--- config.mk ---
export PLATFORM = sky130hd
export DESIGN_NAME = hazard_scoreboard
export DESIGN_NICKNAME = d
export VERILOG_FILES = /design/src/rtl/hazard_scoreboard_pkg.sv /design/src/rtl/hazard_scoreboard_stall_counter.sv /design/src/rtl/hazard_scoreboard.sv
export SDC_FILE = /design/constraint.sdc
export NUM_CORES = 1
export LEC_CHECK = 0
export BUFFER_PORTS_ARGS = -buffer_cell sky130_fd_sc_hd__buf_2
export CAP_MARGIN = 10
export CORE_UTILIZATION = 50
export CTS_BUF_LIST = sky130_fd_sc_hd__clkbuf_4 sky130_fd_sc_hd__clkbuf_8 sky130_fd_sc_hd__clkbuf_16
export CTS_CLUSTER_SIZE = 40
export DETAILED_ROUTE_END_ITERATION = 10
export PLACE_DENSITY = 0.75
export SLEW_MARGIN = 20
export SYNTH_ARGS = -nofsm -noshare
export SYNTH_HDL_FRONTEND = slang
export SYNTH_SLANG_ARGS = --single-unit
--- constraint.sdc ---
create_clock -name clk -period 5.91 [get_ports clk]
set_clock_uncertainty 0.15 [all_clocks]
set_input_delay 0.591 -clock clk [delete_from_list [all_inputs] [get_ports clk]]
set_output_delay 0.591 -clock clk [all_outputs]
set_load 0.03 [all_outputs]
--- src/rtl/hazard_scoreboard_pkg.sv ---
// Shared definitions for the ID-stage hazard scoreboard: latency-class codes
// that the decoder also produces, and a small classification helper.
package hazard_scoreboard_pkg;

  typedef enum logic [1:0] {
    LAT_ALU  = 2'd0,
    LAT_LOAD = 2'd1,
    LAT_MUL  = 2'd2,
    LAT_DIV  = 2'd3
  } lat_class_e;

  localparam int NUM_REGS = 32;

  // MUL and DIV share the iterative unit, so both must wait for it.
  function automatic logic uses_divider(input lat_class_e c);
    return (c == LAT_MUL) || (c == LAT_DIV);
  endfunction

endpackage

--- src/rtl/hazard_scoreboard_stall_counter.sv ---
// Loadable down-counter with hold. A load wins over the same-cycle decrement;
// the counter parks at zero and flags when it is nonzero.
module stall_counter #(
  parameter int CNT_W = 6
) (
  input  logic             clk,
  input  logic             rst,
  input  logic             hold_i,
  input  logic             load_i,
  input  logic [CNT_W-1:0] load_val_i,
  output logic [CNT_W-1:0] cnt_o,
  output logic             nz_o
);

  logic [CNT_W-1:0] cnt_q, cnt_d;

  always_comb begin
    cnt_d = cnt_q;
    if (!hold_i) begin
      if (load_i) begin
        cnt_d = load_val_i;
      end else if (cnt_q != '0) begin
        cnt_d = cnt_q - CNT_W'(1);
      end
    end
  end

  always_ff @(posedge clk) begin
    if (rst) begin
      cnt_q <= '0;
    end else begin
      cnt_q <= cnt_d;
    end
  end

  assign cnt_o = cnt_q;
  assign nz_o  = (cnt_q != '0);

endmodule

--- src/rtl/hazard_scoreboard.sv ---
// ID-stage producer tracker: one countdown per architectural register plus the
// divider occupancy, compared against the instruction in ID to request stalls.
module hazard_scoreboard
  import hazard_scoreboard_pkg::*;
#(
  parameter int LOAD_STALL = 1,
  parameter int MUL_STALL  = 2,
  parameter int DIV_STALL  = 33,
  parameter int CNT_W      = 6
) (
  input  logic       clk,
  input  logic       rst,
  input  logic       id_valid,
  input  logic [4:0] id_rs1_addr,
  input  logic [4:0] id_rs2_addr,
  input  logic       id_uses_rs1,
  input  logic       id_uses_rs2,
  input  logic [4:0] id_rd_addr,
  input  logic       id_reg_write,
  input  logic [1:0] id_lat_class,
  input  logic       pipe_hold,
  input  logic       id_flush,
  output logic       stall,
  output logic       issue,
  output logic       div_busy
);

  localparam int CNT_MAX = (2 ** CNT_W) - 1;

  if (LOAD_STALL > CNT_MAX || MUL_STALL > CNT_MAX || DIV_STALL > CNT_MAX) begin : g_bad_cnt_w
    $error("hazard_scoreboard: CNT_W too narrow for configured stall latencies");
  end

  localparam logic [CNT_W-1:0] L_LOAD = CNT_W'(LOAD_STALL);
  localparam logic [CNT_W-1:0] L_MUL  = CNT_W'(MUL_STALL);
  localparam logic [CNT_W-1:0] L_DIV  = CNT_W'(DIV_STALL);

  lat_class_e       cls;
  logic [CNT_W-1:0] lat;
  logic [CNT_W-1:0] cnt [NUM_REGS];
  logic [NUM_REGS-1:0] cnt_nz;
  logic [CNT_W-1:0] div_cnt;
  logic             div_nz;
  logic             raw, waw, struc;
  logic             wr_track;

  assign cls = lat_class_e'(id_lat_class);

  always_comb begin
    lat = '0;
    case (cls)
      LAT_LOAD: lat = L_LOAD;
      LAT_MUL:  lat = L_MUL;
      LAT_DIV:  lat = L_DIV;
      default:  lat = '0;
    endcase
  end

  assign wr_track = id_reg_write && (id_rd_addr != 5'd0);

  assign raw   = (id_uses_rs1 && cnt_nz[id_rs1_addr]) ||
                 (id_uses_rs2 && cnt_nz[id_rs2_addr]);
  // A younger write must not land in the register file before an older one.
  assign waw   = wr_track && (cnt[id_rd_addr] > lat);
  assign struc = uses_divider(cls) && (div_cnt != '0);

  assign stall    = id_valid && (raw || waw || struc);
  assign issue    = id_valid && !stall && !pipe_hold && !id_flush;
  assign div_busy = div_nz;

  // x0 is hardwired: never tracked, always reads as ready.
  for (genvar r = 0; r < NUM_REGS; r++) begin : g_reg
    if (r == 0) begin : g_zero
      assign cnt[r]    = '0;
      assign cnt_nz[r] = 1'b0;
    end else begin : g_cnt
      stall_counter #(.CNT_W(CNT_W)) u_cnt (
        .clk        (clk),
        .rst        (rst),
        .hold_i     (pipe_hold),
        .load_i     (issue && wr_track && (id_rd_addr == 5'(r))),
        .load_val_i (lat),
        .cnt_o      (cnt[r]),
        .nz_o       (cnt_nz[r])
      );
    end
  end

  stall_counter #(.CNT_W(CNT_W)) u_div_cnt (
    .clk        (clk),
    .rst        (rst),
    .hold_i     (pipe_hold),
    .load_i     (issue && (cls == LAT_DIV)),
    .load_val_i (L_DIV),
    .cnt_o      (div_cnt),
    .nz_o       (div_nz)
  );

endmodule
=== After elaboration in Yosys (flattened, before gate mapping) ===
Cells that the tools add are included.

* Flip-flop bits (word level): 192
* Input bits: 25
* Output and inout port bits: 3
* Word-level logic and storage cells: 322

* Add/subtract/negate cells: 32
* $lt $le $gt $ge: 4
* Equal/unequal tests: 34
* Mux-type cells: 72
* Bitwise logic cells: 2
* Reductions and logical operators: 146

{| class="wikitable"
|+ Operators by type and width
! operator !! count
|-
| 6-bit two-way mux || 66
|-
| 6-bit nonzero test || 32
|-
| 6-bit by 1-bit subtractor with 6-bit output (second input constant) || 32
|-
| 5-bit == test (second input constant) || 16
|-
| 2-bit AND reduction || 32
|-
| 2-bit nonzero test || 32
|-
| 1-bit logical AND || 42
|-
| 5-bit by 4-bit == test with 1-bit output (second input constant) || 8
|-
| 6-bit binary-select mux with 5-bit select || 1
|-
| 5-bit by 3-bit == test with 1-bit output (second input constant) || 4
|-
| 6-bit case mux with 3 select lines || 1
|-
| 5-bit by 6-bit less-than comparator with 1-bit output (second input constant) || 2
|-
| 1-bit binary-select mux with 5-bit select || 2
|-
| 5-bit by 2-bit == test with 1-bit output (second input constant) || 2
|-
| 6-bit >= comparator (second input constant) || 1
|-
| 6-bit greater-than comparator || 1
|-
| 5-bit inverter with 6-bit output || 1
|-
| 5-bit by 1-bit == test with 1-bit output (second input constant) || 1
|-
| 5-bit nonzero test || 1
|-
| 2-bit == test (second input constant) || 2
|-
| 1-bit logical OR || 4
|-
| 1-bit zero test || 3
|-
| 2-bit by 1-bit == test with 1-bit output (second input constant) || 1
|-
| 1-bit two-way mux || 2
|-
| 1-bit inverter || 1
|}

=== Logic depth before layout (Yosys ltp) ===
Gate-level depths: netlist of the first run.

* Depth in word-level cells: 17
* Gate-level depth with buffers: 21
* Depth with buffers taken out: 15

=== Cells and area by module ===
A second synthesis of the first run with hierarchy kept.

* Cell total of the unflattened synthesis: 1958
* Area total of the unflattened synthesis: 16060.4 um^2

{| class="wikitable"
|+ By module, submodules not included
! module !! instances !! cells each !! area each (um^2) !! sequential area each (um^2)
|-
| stall_counter || 32 || 52 || 425.4 || 120.1
|-
| hazard_scoreboard || 1 || 294 || 2447.3 || 0.0
|}

=== Worst setup path before layout of the first run ===
OpenSTA, ideal clock, no wires.

* Path kind: input to output
* From: input port id_rd_addr[0]
* To: output port stall
* Arrival: 5.353 ns
* Required time: 5.169 ns
* Setup slack: -0.184 ns
* Stages: 18
* Path buffers: 7
* Path through: clkbuf_2 buf_2 buf_2 buf_1 mux4_2 mux4_2 mux2_2 ha_1 nor2b_1 o31ai_1 o311a_1 a21oi_1 o32a_1 and4bb_1 buf_6 buf_6 buf_2 a21boi_0

* Cells in the longest elaborated chain, start to end: 9
* Elaborated cells between the ends (all ways): 11
* Those cells by class: order compare: 1; mux: 3; bitwise: 1; reduce/logical: 6

{| class="wikitable"
|+ Ends and longest elaborated chain
! what !! RTL line !! text
|-
| start: declaration || hazard_scoreboard.sv:18 || <nowiki>input logic [4:0] id_rd_addr,</nowiki>
|-
| 5-bit inverter with 6-bit output (implied by the code) || hazard_scoreboard.sv:64 || <nowiki>assign waw = wr_track && (cnt[id_rd_addr] > lat);</nowiki>
|-
| 6-bit binary-select mux with 5-bit select || hazard_scoreboard.sv:64 ||
|-
| 6-bit two-way mux (implied by the code) (2 in a row) || hazard_scoreboard.sv:64 ||
|-
| 6-bit greater-than comparator || hazard_scoreboard.sv:64 ||
|-
| 1-bit logical AND * || hazard_scoreboard.sv:64 ||
|-
| 1-bit logical OR * (2 in a row) || hazard_scoreboard.sv:67 || <nowiki>assign stall = id_valid && (raw || waw || struc);</nowiki>
|-
| 1-bit logical AND * || hazard_scoreboard.sv:67 ||
|-
| end: declaration || hazard_scoreboard.sv:23 || <nowiki>output logic stall,</nowiki>
|}

Every way passes the cells marked *; elsewhere a longest branch is shown, timed or not. The select of a mux whose other input is x is not followed.

=== Final worst setup path of the first run ===
* From: input port id_rd_addr[0]
* To: output port issue

* Cells in the longest elaborated chain, start to end: 13
* Elaborated cells between the ends (all ways): 15
* Those cells by class: order compare: 1; mux: 3; bitwise: 1; reduce/logical: 10

{| class="wikitable"
|+ Ends and longest elaborated chain
! what !! RTL line !! text
|-
| 5-bit inverter with 6-bit output (implied by the code) || hazard_scoreboard.sv:64 ||
|-
| 6-bit binary-select mux with 5-bit select || hazard_scoreboard.sv:64 ||
|-
| 6-bit two-way mux (implied by the code) (2 in a row) || hazard_scoreboard.sv:64 ||
|-
| 6-bit greater-than comparator || hazard_scoreboard.sv:64 ||
|-
| 1-bit logical AND * || hazard_scoreboard.sv:64 ||
|-
| 1-bit logical OR * (2 in a row) || hazard_scoreboard.sv:67 ||
|-
| 1-bit logical AND * || hazard_scoreboard.sv:67 ||
|-
| 1-bit zero test * || hazard_scoreboard.sv:68 || <nowiki>assign issue = id_valid && !stall && !pipe_hold && !id_flush;</nowiki>
|-
| 1-bit logical AND * (3 in a row) || hazard_scoreboard.sv:68 ||
|-
| end: declaration || hazard_scoreboard.sv:24 || <nowiki>output logic issue,</nowiki>
|}

Marks and branches as above.

==> results of run 1 <==
==> worst reg2reg max path: cells and delay by family (launching register included) <==
kind            cells  cell delay [ns]
fa+ha+maj           1             0.30
flops               1             0.37
simple gates        3             1.30
mux                 3             1.30
compound gates      6             1.49
==> cells in the final DEF (no fill, tap or decap), types with 9 or more instances in the layout <==
cell       count
nand2_1      174
buf_2         24
nand4_2       10
nand2b_1      30
a21o_1        13
ha_1          36
clkbuf_16     17
nand3_1       69
nand4_4        9
or3_1         26
a31oi_1       68
inv_1         79
a211oi_1      29
a21boi_0      10
mux4_2        30
nor2b_1       36
a21oi_1      103
nor3_1       114
nor3b_1       24
mux2i_1       52
and3_1        18
and2_1        26
buf_4         27
nor4b_1       27
o21ai_0      106
dfxtp_1      192
nor4_1        57
nor2_1       102
nand4_1       36
==> logic make-up (layout without fill, tap and decap cells) <==
group	count (synthesis)	in the layout	share of synthesized area, %
XOR/XNOR	3	3	0.182
buffers and inverters	202	169	5.99
other	0	2	0
adder cells (fa/ha/maj)	36	36	3.12
AND/OR/NAND/NOR	835	835	33.8
flip-flops	192	192	26.6
AO/OA/AOI/OAI	454	454	21.2
multiplexers	91	91	9.02
==> flip-flops by register name (all words and copies together) (netlist names) <==
| signal | count |
|---|---|
| g.g_cnt.u_cnt.cnt_o | 186 |
| u_div_cnt.cnt_o | 6 |
==> cells in the mapped netlist (26+ instances only) <==
cell type / number
a211oi_1: 29
a21oi_1: 103
a31oi_1: 68
and2_1: 26
clkbuf_1: 80
dfxtp_1: 192
ha_1: 36
inv_1: 79
mux2i_1: 52
mux4_2: 30
nand2_1: 175
nand2b_1: 30
nand3_1: 69
nand4_1: 36
nor2_1: 102
nor2b_1: 37
nor3_1: 114
nor4_1: 57
nor4b_1: 27
o21ai_0: 106
or3_1: 26
==> area by class of cell <==
class	count	area share, %
tap	378	3.09
sequential	192	25.1
antenna	2	0.0327
multi-input combinational	1419	63.5
inverter	80	1.96
clock inverter	13	0.694
clock buffer	19	2.88
timing repair buffer	57	2.72
==> worst paths after layout <==
kind | start | end | slack, ns
max reg2reg | g_reg[11].g_cnt.u_cnt.cnt_o[1] | g_reg[3].g_cnt.u_cnt.cnt_o[1] | 0.89
min | g_reg[13].g_cnt.u_cnt.cnt_o[4] | g_reg[13].g_cnt.u_cnt.cnt_o[4] | 0.33
max | id_rd_addr[0] | issue | 0.30
min reg2reg | g_reg[13].g_cnt.u_cnt.cnt_o[4] | g_reg[13].g_cnt.u_cnt.cnt_o[4] | 0.33
==> through the flow <==
stage,instance area (um^2),hold WS (ns),cells
CTS,15300,0.332,2158
floorplan,14400,0.291,1813
detailed placement,14800,0.321,2126
global placement,14800,0.308,2126
finish,15300,0.332,2160
global route,15300,0.356,2160
==> what timing repair did <==
item | CTS | global route
resized for setup | 0 | 1
setup endpoints to repair | 0 | 1
hold buffers | 0 | 0
==> layer usage <==
layer  share of wire [%]  vias to the layer above
met4                 4.4                        0
met2                  44                      686
met5                   0                        -
met3                 9.0                      135
li1                    -                     6773
met1                  43                     6885
==> where the power goes <==
part	total (uW)	internal (uW)	switching [uW]	leakage [uW]
clock network	1140	557	584	0.000262
registers	2530	1800	731	0.00157
logic	5200	2220	2980	0.00370
==> results.tsv, run 1 <==
stage	metric	value	unit
worst_setup_path	slowest CP cell	and4bb_4	
global_routing	gr usage total	30.9	%
timing	relative slew slack	34.8	%
worst_setup_path	CP cell instances	clkbuf_4, mux4_2, mux4_2, mux2_2, ha_1, nor2b_1, o31ai_1, o311a_1, a21oi_1, o32a_1, and4bb_4, and3_1, buf_2	
route	Initial DRT Pass Iterations	6	
cts	CTS Buf Count	17	
die	starting density of the core	51.4	%
route	DRC	0	
worst_setup_path	CP Capture Type	output port	
place	post-detail-place hpwl	31.2	mm
logic_synthesis	cell area after synthesis	14400	um^2
timing	unrepaired setup endpoints after global routing	false	
worst_setup_path	CP top delay family	multiplexers	
worst_setup_path	most used cell, CP	mux4_2	
timing	setup_tns	0	ns
worst_setup_path	crit path kind	in2out	
worst_setup_path	Worst Setup Start Kind	primary input	
timing	final hold violation count	0	
timing	Slew @ Worst Pin	0.976	ns
hold_path	hold-critical path depth	2	
cts	CTS sink cnt	192	
die	# IOs	28	
die	core box area	28100	um^2
cts	Post-CTS Setup Repair Bufs	0	
timing	Highest Clock Rate	0.178	GHz
global_routing	largest net degree at the start of global routing	214	
timing	final worst path period need	5.61	ns
route	routed length per placed instance	21.1	um
logic_synthesis	synthesized flop and latch total	192	
cts	clk slew on worst S/H paths	0.07	ns
global_routing	vias in the first global route	12866	
pwr	pwr/cell area	579	nW/um^2
job	max-cap violation count	0	
route	initial DRC count	1817	
timing	setup violators final	0	
cts	TritonCTS clock tree	built	
cts	CTS max path bufs	2	
finish	Area Growth Syn to Fin	6.14	%
global_routing	grt met3 use	6.02	%
finish	utilization after layout	54.5	%
worst_setup_path	Critical Path RT	5.17	ns
timing	worst setup margin	0.296	ns
global_routing	initial antenna violation count	2	
global_routing	first-pass GRT wire length	71.3	mm
die	Die W	172	um
logic_synthesis	cells after synthesis	1813	
global_routing	GR Layer Usage met1	41.9	%
finish	layout cells sized above 1	12.1	%
cts	worst-skew pair later-pin latency	0.46	ns
logic_synthesis	synthesized area per cell	7.96	um^2
logic_synthesis	Synth top area share	26.6	%
finish	Final nets	1828	
place	pre-CTS WS	0.0699	ns
worst_setup_path	instance count on the critical path	13	
route	vias	14479	
worst_setup_path	Max stage delay on crit path	0.68	ns
logic_synthesis	asr flop ratio synth	0	%
global_routing	grt peak-use layer	met2	
logic_synthesis	Syn. warnings	0	
logic_synthesis	predominant post-synthesis flop cell	dfxtp_1	
finish	multi-input combinational cell area	9730	um^2
logic_synthesis	register area share after synthesis	26.6	%
place	gpl congestion	1.01	
route	via density per instance	6.70	
route	final WL	45.5	mm
worst_setup_path	Worst Path Buf+Inv	2	
worst_setup_path	R2R depth	13	
finish	register area	3840	um^2
global_routing	Congestion Overflow GR	0	
worst_setup_path	Worst Path Max Fanout	24	
run_status	status	finished, final reports clean	
hold_path	min-delay worst type	reg2reg	
worst_setup_path	Arrival @ worst endpoint	4.87	ns
logic_synthesis	number of synthesized flops with an enable pin	0	
global_routing	grt met2 use	46.9	%
pwr	Pleak	0.00554	uW
die	die area	29500	um^2
timing	Final Cycle Share	95.0	%
pwr	IR Drop Worst-Case VDD	251	uV
finish	Layout fillers	2611	
place	I/O Buffers	27	
cts	CTS root buf	clkbuf_16	
logic_synthesis	syn_nets	1874	
pwr	total power	8870	uW
die	Cell Rows	61	
logic_synthesis	Yosys top cell by area	dfxtp_1	
logic_synthesis	Synth area leaders	dfxtp_1, mux4_2, nand2_1	
timing	Final Slew Violations	0	
logic_synthesis	Yosys cell types	103	
die	DIE HEIGHT	172	um
route	Antenna Nets Post-Route	0	
cts	htree depth	4	
No activity file was read; power rests on OpenSTA's default activity.
==> run 2, diff against run 1 <==
- BUFFER_PORTS_ARGS: -buffer_cell sky130_fd_sc_hd__buf_2 -> default
- DONT_BUFFER_PORTS: default -> 1
- RECOVER_POWER: default -> 50
==> results.tsv, run 2 (synthesized netlist as in run 1, its figures left out) <==
stage	metric	value	unit	change
run_status	status	finished with violations		
run_status	failing checks	capacitance limit, slew limit		
worst_setup_path	FF-to-FF setup slack	0.66	ns	-0.23 ns
worst_setup_path	Worst Setup Start Kind	flip-flop		
worst_setup_path	crit path kind	reg2out		
timing	final hold violation count	0		unchanged
timing	unrepaired setup endpoints after global routing	false		
global_routing	vias in the first global route	12907		+0.32%
finish	max reg flops	186		unchanged
worst_setup_path	Critical Path RT	5.17	ns	about the same
route	vias	14469		-0.069%
die	Die W	172	um	unchanged
cts	TritonCTS clock tree	built		
hold_path	min-delay worst type	in2reg		
worst_setup_path	Worst Path Max Fanout	36		+50%
timing	setup_tns	0	ns	unchanged
cts	hold buffers post-CTS	0		unchanged
cts	Post-CTS Setup Repair Bufs	0		unchanged
finish	multi-input combinational cell area	9500	um^2	-2.3%
place	I/O Buffers	0		-100%
cts	CTS sink cnt	192		unchanged
global_routing	first-pass GRT wire length	70.5	mm	-1.2%
worst_setup_path	slowest CP cell	a2111oi_1		
timing	Final Slew Violations	4		+4
pwr	Seq pwr share	29.1	%	+0.6 points
cts	cts repair resizes	0		unchanged
route	Initial DRT Pass Iterations	8		+2
timing	setup violators final	0		unchanged
timing	worst setup margin	0.590	ns	+0.294 ns
cts	htree depth	4		unchanged
finish	Non-Filler Instances	2118		-1.9%
worst_setup_path	Worst Path Buf+Inv	2		unchanged
die	Cell Rows	61		unchanged
timing	Highest Clock Rate	0.188	GHz	+5.5%
route	via density per instance	6.83		+1.9%
finish	most common cell after layout, fill and taps aside	dfxtp_1		
timing	Final Cycle Share	90.0	%	-5.0 points
cts	worst-skew pair later-pin latency	0.46	ns	about the same
route	initial DRC count	1807		-0.55%
pwr	total power	8740	uW	-1.4%
finish	Area Growth Syn to Fin	2.75	%	
finish	diode count	0		-2
pwr	Pleak	0.00529	uW	-4.6%
route	Antenna Nets Post-Route	0		unchanged
worst_setup_path	Arrival @ worst endpoint	4.58	ns	-0.29 ns
route	routed length per placed instance	21.3	um	+0.88%
worst_setup_path	CP top delay family	compound AO/OA/AOI/OAI gates		
finish	layout cells sized above 1	8.56	%	-3.5 points
worst_setup_path	CP Capture Type	output port		
finish	register area	3840	um^2	unchanged
pwr	P_sw	4160	uW	-3.1%
global_routing	Congestion Overflow GR	0		unchanged
place	pre-CTS WS	0.771	ns	+0.702 ns
pwr	P_int	4580	uW	+0.10%
die	DIE HEIGHT	172	um	unchanged
die	die area	29500	um^2	unchanged
cts	CTS root buf	clkbuf_16		
die	starting density of the core	51.4	%	unchanged
pwr	IR Drop Worst-Case VDD	245	uV	-2.4%
finish	most frequent cells in the layout	dfxtp_1, nand2_1, nor3_1, o21ai_0, a21oi_1		
worst_setup_path	CP cell instances	inv_1, ha_1, nor4b_1, clkbuf_1, nor2b_1, mux2i_1, o32ai_1, a2111oi_1, nor2_8, a21boi_1		
place	placed insts	2087		-1.8%
global_routing	gr usage total	30.5	%	-0.43 points
route	DRC	0		unchanged
pwr	Net Sw Frac	47.6	%	-0.81 points
pwr	Comb pwr share	57.4	%	-1.2 points
die	# IOs	28		unchanged
global_routing	largest net degree at the start of global routing	316		+48%
cts	CTS max path bufs	2		unchanged
pwr	clock power share	13.5	%	+0.6 points
worst_setup_path	Max stage delay on crit path	1.38	ns	+0.70 ns
place	post-detail-place hpwl	29.8	mm	-4.5%
finish	Layout fillers	2662		+2.0%
die	core box area	28100	um^2	unchanged
global_routing	initial antenna violation count	0		-2
timing	final worst path period need	5.32	ns	-0.294 ns
job	max-cap violation count	1		+1
cts	clk slew on worst S/H paths	0.08	ns	about the same
pwr	pwr/cell area	590	nW/um^2	+1.8%
route	final WL	45.0	mm	-1.1%
place	gpl congestion	0.985		-2.1%
finish	Final nets	1789		-2.1%
cts	CTS Buf Count	17		unchanged
timing	relative slew slack	-12.9	%	-48 points
timing	Slew @ Worst Pin	1.69	ns	+0.713 ns
## run 2: cell type report
| cell class | count | area share, % |
|---|---|---|
| clock buffer | 20 | 3.15 |
| clock inverter | 11 | 0.717 |
| inverter | 80 | 2.03 |
| multi-input combinational | 1419 | 64.1 |
| sequential | 192 | 25.9 |
| tap | 378 | 3.19 |
| timing repair buffer | 18 | 0.895 |
## run 2: through the flow
step           area [um^2]  hold slack, ns  util, %
2_1_floorplan        14400           0.291        -
3_3_place_gp         14500           0.298     51.6
3_5_place_dp         14500           0.307     51.6
4_1_cts              15100          0.0546     53.6
5_1_grt              14800          0.0493     52.8
6_report             14800          0.0703     52.8
## run 2: routing by layer
metal	GRT usage, %	wire length, um	vias to the layer above
met5	0	0	-
met4	14.6	1900	0
met3	7.10	4450	149
met2	47.2	20000	723
met1	39.9	18700	6904
li1	-	-	6693
## run 2: power groups by stage
stage / Clock [uW] / Sequential [uW] / Combinational [uW]
after CTS: 1180 / 2510 / 5010
after floorplan: 0 / 2260 / 4130
final: 1180 / 2550 / 5020
after global placement: 0 / 2510 / 4810
after detailed placement: 0 / 2530 / 4980
after global routing: 1230 / 2610 / 5530
## run 2: worst paths after layout
kind / start / end / cells after the start
max: g_reg[8].g_cnt.u_cnt.cnt_o[0] / stall / 10
min: rst / g_reg[24].g_cnt.u_cnt.cnt_o[2] / 1
max reg2reg: g_reg[31].g_cnt.u_cnt.cnt_o[1] / g_reg[11].g_cnt.u_cnt.cnt_o[1] / 14
min reg2reg: g_reg[13].g_cnt.u_cnt.cnt_o[4] / g_reg[13].g_cnt.u_cnt.cnt_o[4] / 2
==> run 3, diff against run 2 <==
- CTS_CLUSTER_SIZE: 40 -> 20
- GPL_TIMING_DRIVEN: default -> 0
- SYNTH_HIERARCHICAL: default -> 1
==> results.tsv, run 3 <==
stage	metric	value	unit	change
finish	Area Growth Syn to Fin	10.7	%	
worst_setup_path	Critical Path RT	6.13	ns	+0.96 ns
logic_synthesis	post-synthesis compound-gate area fraction	27.5	%	+6.2 points
worst_setup_path	Worst Path Max Fanout	10		-72%
timing	Highest Clock Rate	0.175	GHz	-7.1%
timing	final hold violation count	0		unchanged
logic_synthesis	predominant post-synthesis flop cell	dfxtp_1		
cts	CTS Buf Count	17		unchanged
global_routing	first-pass GRT wire length	77.9	mm	+10%
timing	final worst path period need	5.72	ns	+0.404 ns
finish	Layout fillers	2826		+6.2%
pwr	pwr/cell area	537	nW/um^2	-8.9%
timing	Slew @ Worst Pin	0.965	ns	-0.724 ns
route	routed length per placed instance	19.6	um	-7.6%
finish	most common cell after layout, fill and taps aside	nor2_1		
hold_path	min-delay worst type	in2reg		
finish	utilization after layout	56.3	%	+3.5 points
logic_synthesis	simple-gate share of the synthesized area	30.8	%	-3.0 points
logic_synthesis	largest family of logic cells by synthesized area	simple AND/OR/NAND/NOR gates		
run_status	status	finished, final reports clean		
job	max-cap violation count	0		-1
cts	hold buffers post-CTS	0		unchanged
worst_setup_path	Arrival @ worst endpoint	5.94	ns	+1.36 ns
cts	TritonCTS clock tree	built		
logic_synthesis	Yosys cell types	58		-44%
die	# IOs	28		unchanged
logic_synthesis	most numerous cell in the Yosys netlist	nor2_1		
pwr	Comb pwr share	59.9	%	+2.5 points
route	initial DRC count	2034		+13%
cts	CTS sink cnt	192		unchanged
logic_synthesis	xor and xnor area share after synthesis	0	%	-0.18 points
logic_synthesis	top post-synthesis cells by count	nor2_1, dfxtp_1, nand2_1		
global_routing	Congestion Overflow GR	0		unchanged
finish	Final nets	2172		+21%
die	die area	32800	um^2	+11%
cts	clk slew on worst S/H paths	0.07	ns	about the same
route	DRC	0		unchanged
logic_synthesis	Synth area leaders	dfxtp_1, mux4_2, ha_1		
route	Antenna Nets Post-Route	0		unchanged
global_routing	gr usage total	29.3	%	-1.2 points
logic_synthesis	synthesized area per cell	8.20	um^2	+3.1%
timing	Final Slew Violations	0		-4
logic_synthesis	asr flop ratio synth	0	%	unchanged
timing	setup violators final	0		unchanged
pwr	clock power share	12.9	%	-0.6 points
timing	Min Hold Slack	0.0724	ns	+0.00208 ns
die	starting density of the core	50.9	%	-0.48 points
logic_synthesis	Yosys top cell by area	dfxtp_1		
timing	relative slew slack	35.7	%	+49 points
logic_synthesis	cell area after synthesis	16100	um^2	+11%
worst_setup_path	Worst Setup Start Kind	primary input		
logic_synthesis	cells after synthesis	1958		+8.0%
route	via density per instance	6.47		-5.2%
finish	layout cells sized above 1	16.1	%	+7.5 points
finish	max reg flops	186		unchanged
worst_setup_path	crit path kind	in2reg		
finish	Non-Filler Instances	2495		+18%
global_routing	initial antenna violation count	1		+1
finish	most frequent cells in the layout	nor2_1, dfxtp_1, nand2_1, inv_1, o21ai_0		
timing	unrepaired setup endpoints after global routing	false		
route	vias	16152		+12%
place	placed insts	2462		+18%
logic_synthesis	register area share after synthesis	23.9	%	-2.7 points
logic_synthesis	synthesized flop and latch total	192		unchanged
pwr	Net Sw Frac	48.6	%	+0.99 points
cts	htree depth	4		unchanged
pwr	IR Drop Worst-Case VDD	301	uV	+23%
cts	CTS root buf	clkbuf_16		
place	I/O Buffers	0		unchanged
global_routing	vias in the first global route	14810		+15%
route	Initial DRT Pass Iterations	6		-2
place	gpl congestion	0.968		-1.8%
worst_setup_path	CP Capture Type	flip-flop		
cts	worst-skew pair later-pin latency	0.45	ns	about the same
logic_synthesis	Syn. warnings	6		+6
global_routing	largest net degree at the start of global routing	258		-18%
pwr	P_sw	4640	uW	+12%
place	post-detail-place hpwl	33.8	mm	+14%
logic_synthesis	adder-cell area share of the yosys netlist	5.22	%	+2.1 points
die	DIE HEIGHT	181	um	+5.4%
die	core box area	31600	um^2	+12%
logic_synthesis	Synth top area share	23.9	%	-2.7 points
die	Cell Rows	65		+6.6%
logic_synthesis	number of synthesized flops with an enable pin	0		unchanged
logic_synthesis	mux cell area share after synthesis	7.34	%	-1.7 points
pwr	Seq pwr share	27.2	%	-1.9 points
pwr	P_int	4910	uW	+7.2%
die	Die W	181	um	+5.4%
timing	Final Cycle Share	96.9	%	+6.8 points
cts	CTS max path bufs	2		unchanged
route	final WL	49.0	mm	+8.8%
pwr	Pleak	0.00621	uW	+17%
-- run 3: cell count changes after synthesis, sizes merged, moves of 30 or more --
cell and delta:
a211oi +34, a32oi +33, clkbuf -61, ha +31, inv +58, nor2 +160, nor3b +79, nor4 -46
o2111a +30, o21bai +31
-- run 3: cell families after synthesis --
family,count (synthesis)
fa+ha+maj,67
compound gates,585
simple gates,840
mux,67
flops,192
other cells,2
buf+inv,205
-- run 3: stage by stage --
stage / setup TNS, ns / instance area, um^2 / setup slack, ns / power [uW]
after floorplan: 0 / 16400 / 0.634 / 6900
after global placement: -222.72 / 16900 / -1.61 / 7930
after detailed placement: -122.55 / 17100 / -1.03 / 8170
after CTS: -0.0132 / 17900 / -0.0132 / 9500
after global routing: 0 / 17800 / 0.00232 / 10200
final: 0 / 17800 / 0.186 / 9550
-- run 3: critical path: stages --
cell and delay, ns:
clkbuf_4 0.27, buf_4 0.28, buf_4 0.31, mux4_2 0.61, mux4_2 0.50, mux2_2 0.28
ha_1 0.28, nand2b_1 0.07, a32oi_1 0.11, a2111oi_1 0.40, nand4_1 0.20, o211a_1 0.17
clkbuf_2 0.17, buf_2 0.29, nor3_2 0.54, inv_1 0.17, a41oi_1 0.31, o21ai_1 0.14
a211oi_2 0.23
-- run 3: layout make-up --
type                            count  area (um^2)  area share [%]
Clock buffer                       19          447            2.51
Clock inverter                     12          160           0.901
Tap cell                          402          503            2.83
Timing Repair Buffer                5          103           0.577
Inverter                          137          514            2.89
Multi-Input combinational cell   1659        11900            66.8
Sequential cell                   192         3840            21.6
Antenna cell                        1         2.50          0.0141
Buffer                             68          335            1.89
-- run 3: path summary, 6_finish.rpt --
check / depth (start not counted) / slack [ns] / from / endpoint
max: 19 / 0.19 / id_rd_addr[0] / g_reg[22].g_cnt.u_cnt/cnt_o[0]
min: 1 / 0.07 / rst / u_div_cnt/cnt_o[0]
max reg2reg: 16 / 0.89 / g_reg[23].g_cnt.u_cnt/cnt_o[1] / g_reg[22].g_cnt.u_cnt/cnt_o[0]
min reg2reg: 2 / 0.38 / g_reg[17].g_cnt.u_cnt/cnt_o[4] / g_reg[17].g_cnt.u_cnt/cnt_o[4]
-- run 3: power groups by stage --
stage	clock network (uW)	logic, uW	registers, uW
after floorplan	0	4520	2390
after global placement	0	5350	2580
after detailed placement	0	5560	2610
after CTS	1260	5660	2580
after global routing	1310	6240	2670
final	1240	5720	2590
-- run 3: repair_timing --
| item | CTS | global route |
|---|---|---|
| resized for setup | 36 | 35 |
| setup endpoints to repair | 155 | 152 |
| pin swaps | 0 | 2 |
| setup buffers | 0 | 1 |
| cloned | 0 | 0 |
-- run 3: metal layers --
layer / share of wire [%] / vias up / track usage, %
li1: - / 7589 / -
met1: 41 / 7718 / 37.9
met2: 46 / 702 / 46.3
met3: 8.5 / 143 / 5.87
met4: 4.2 / 0 / 14.6
met5: 0 / - / 0
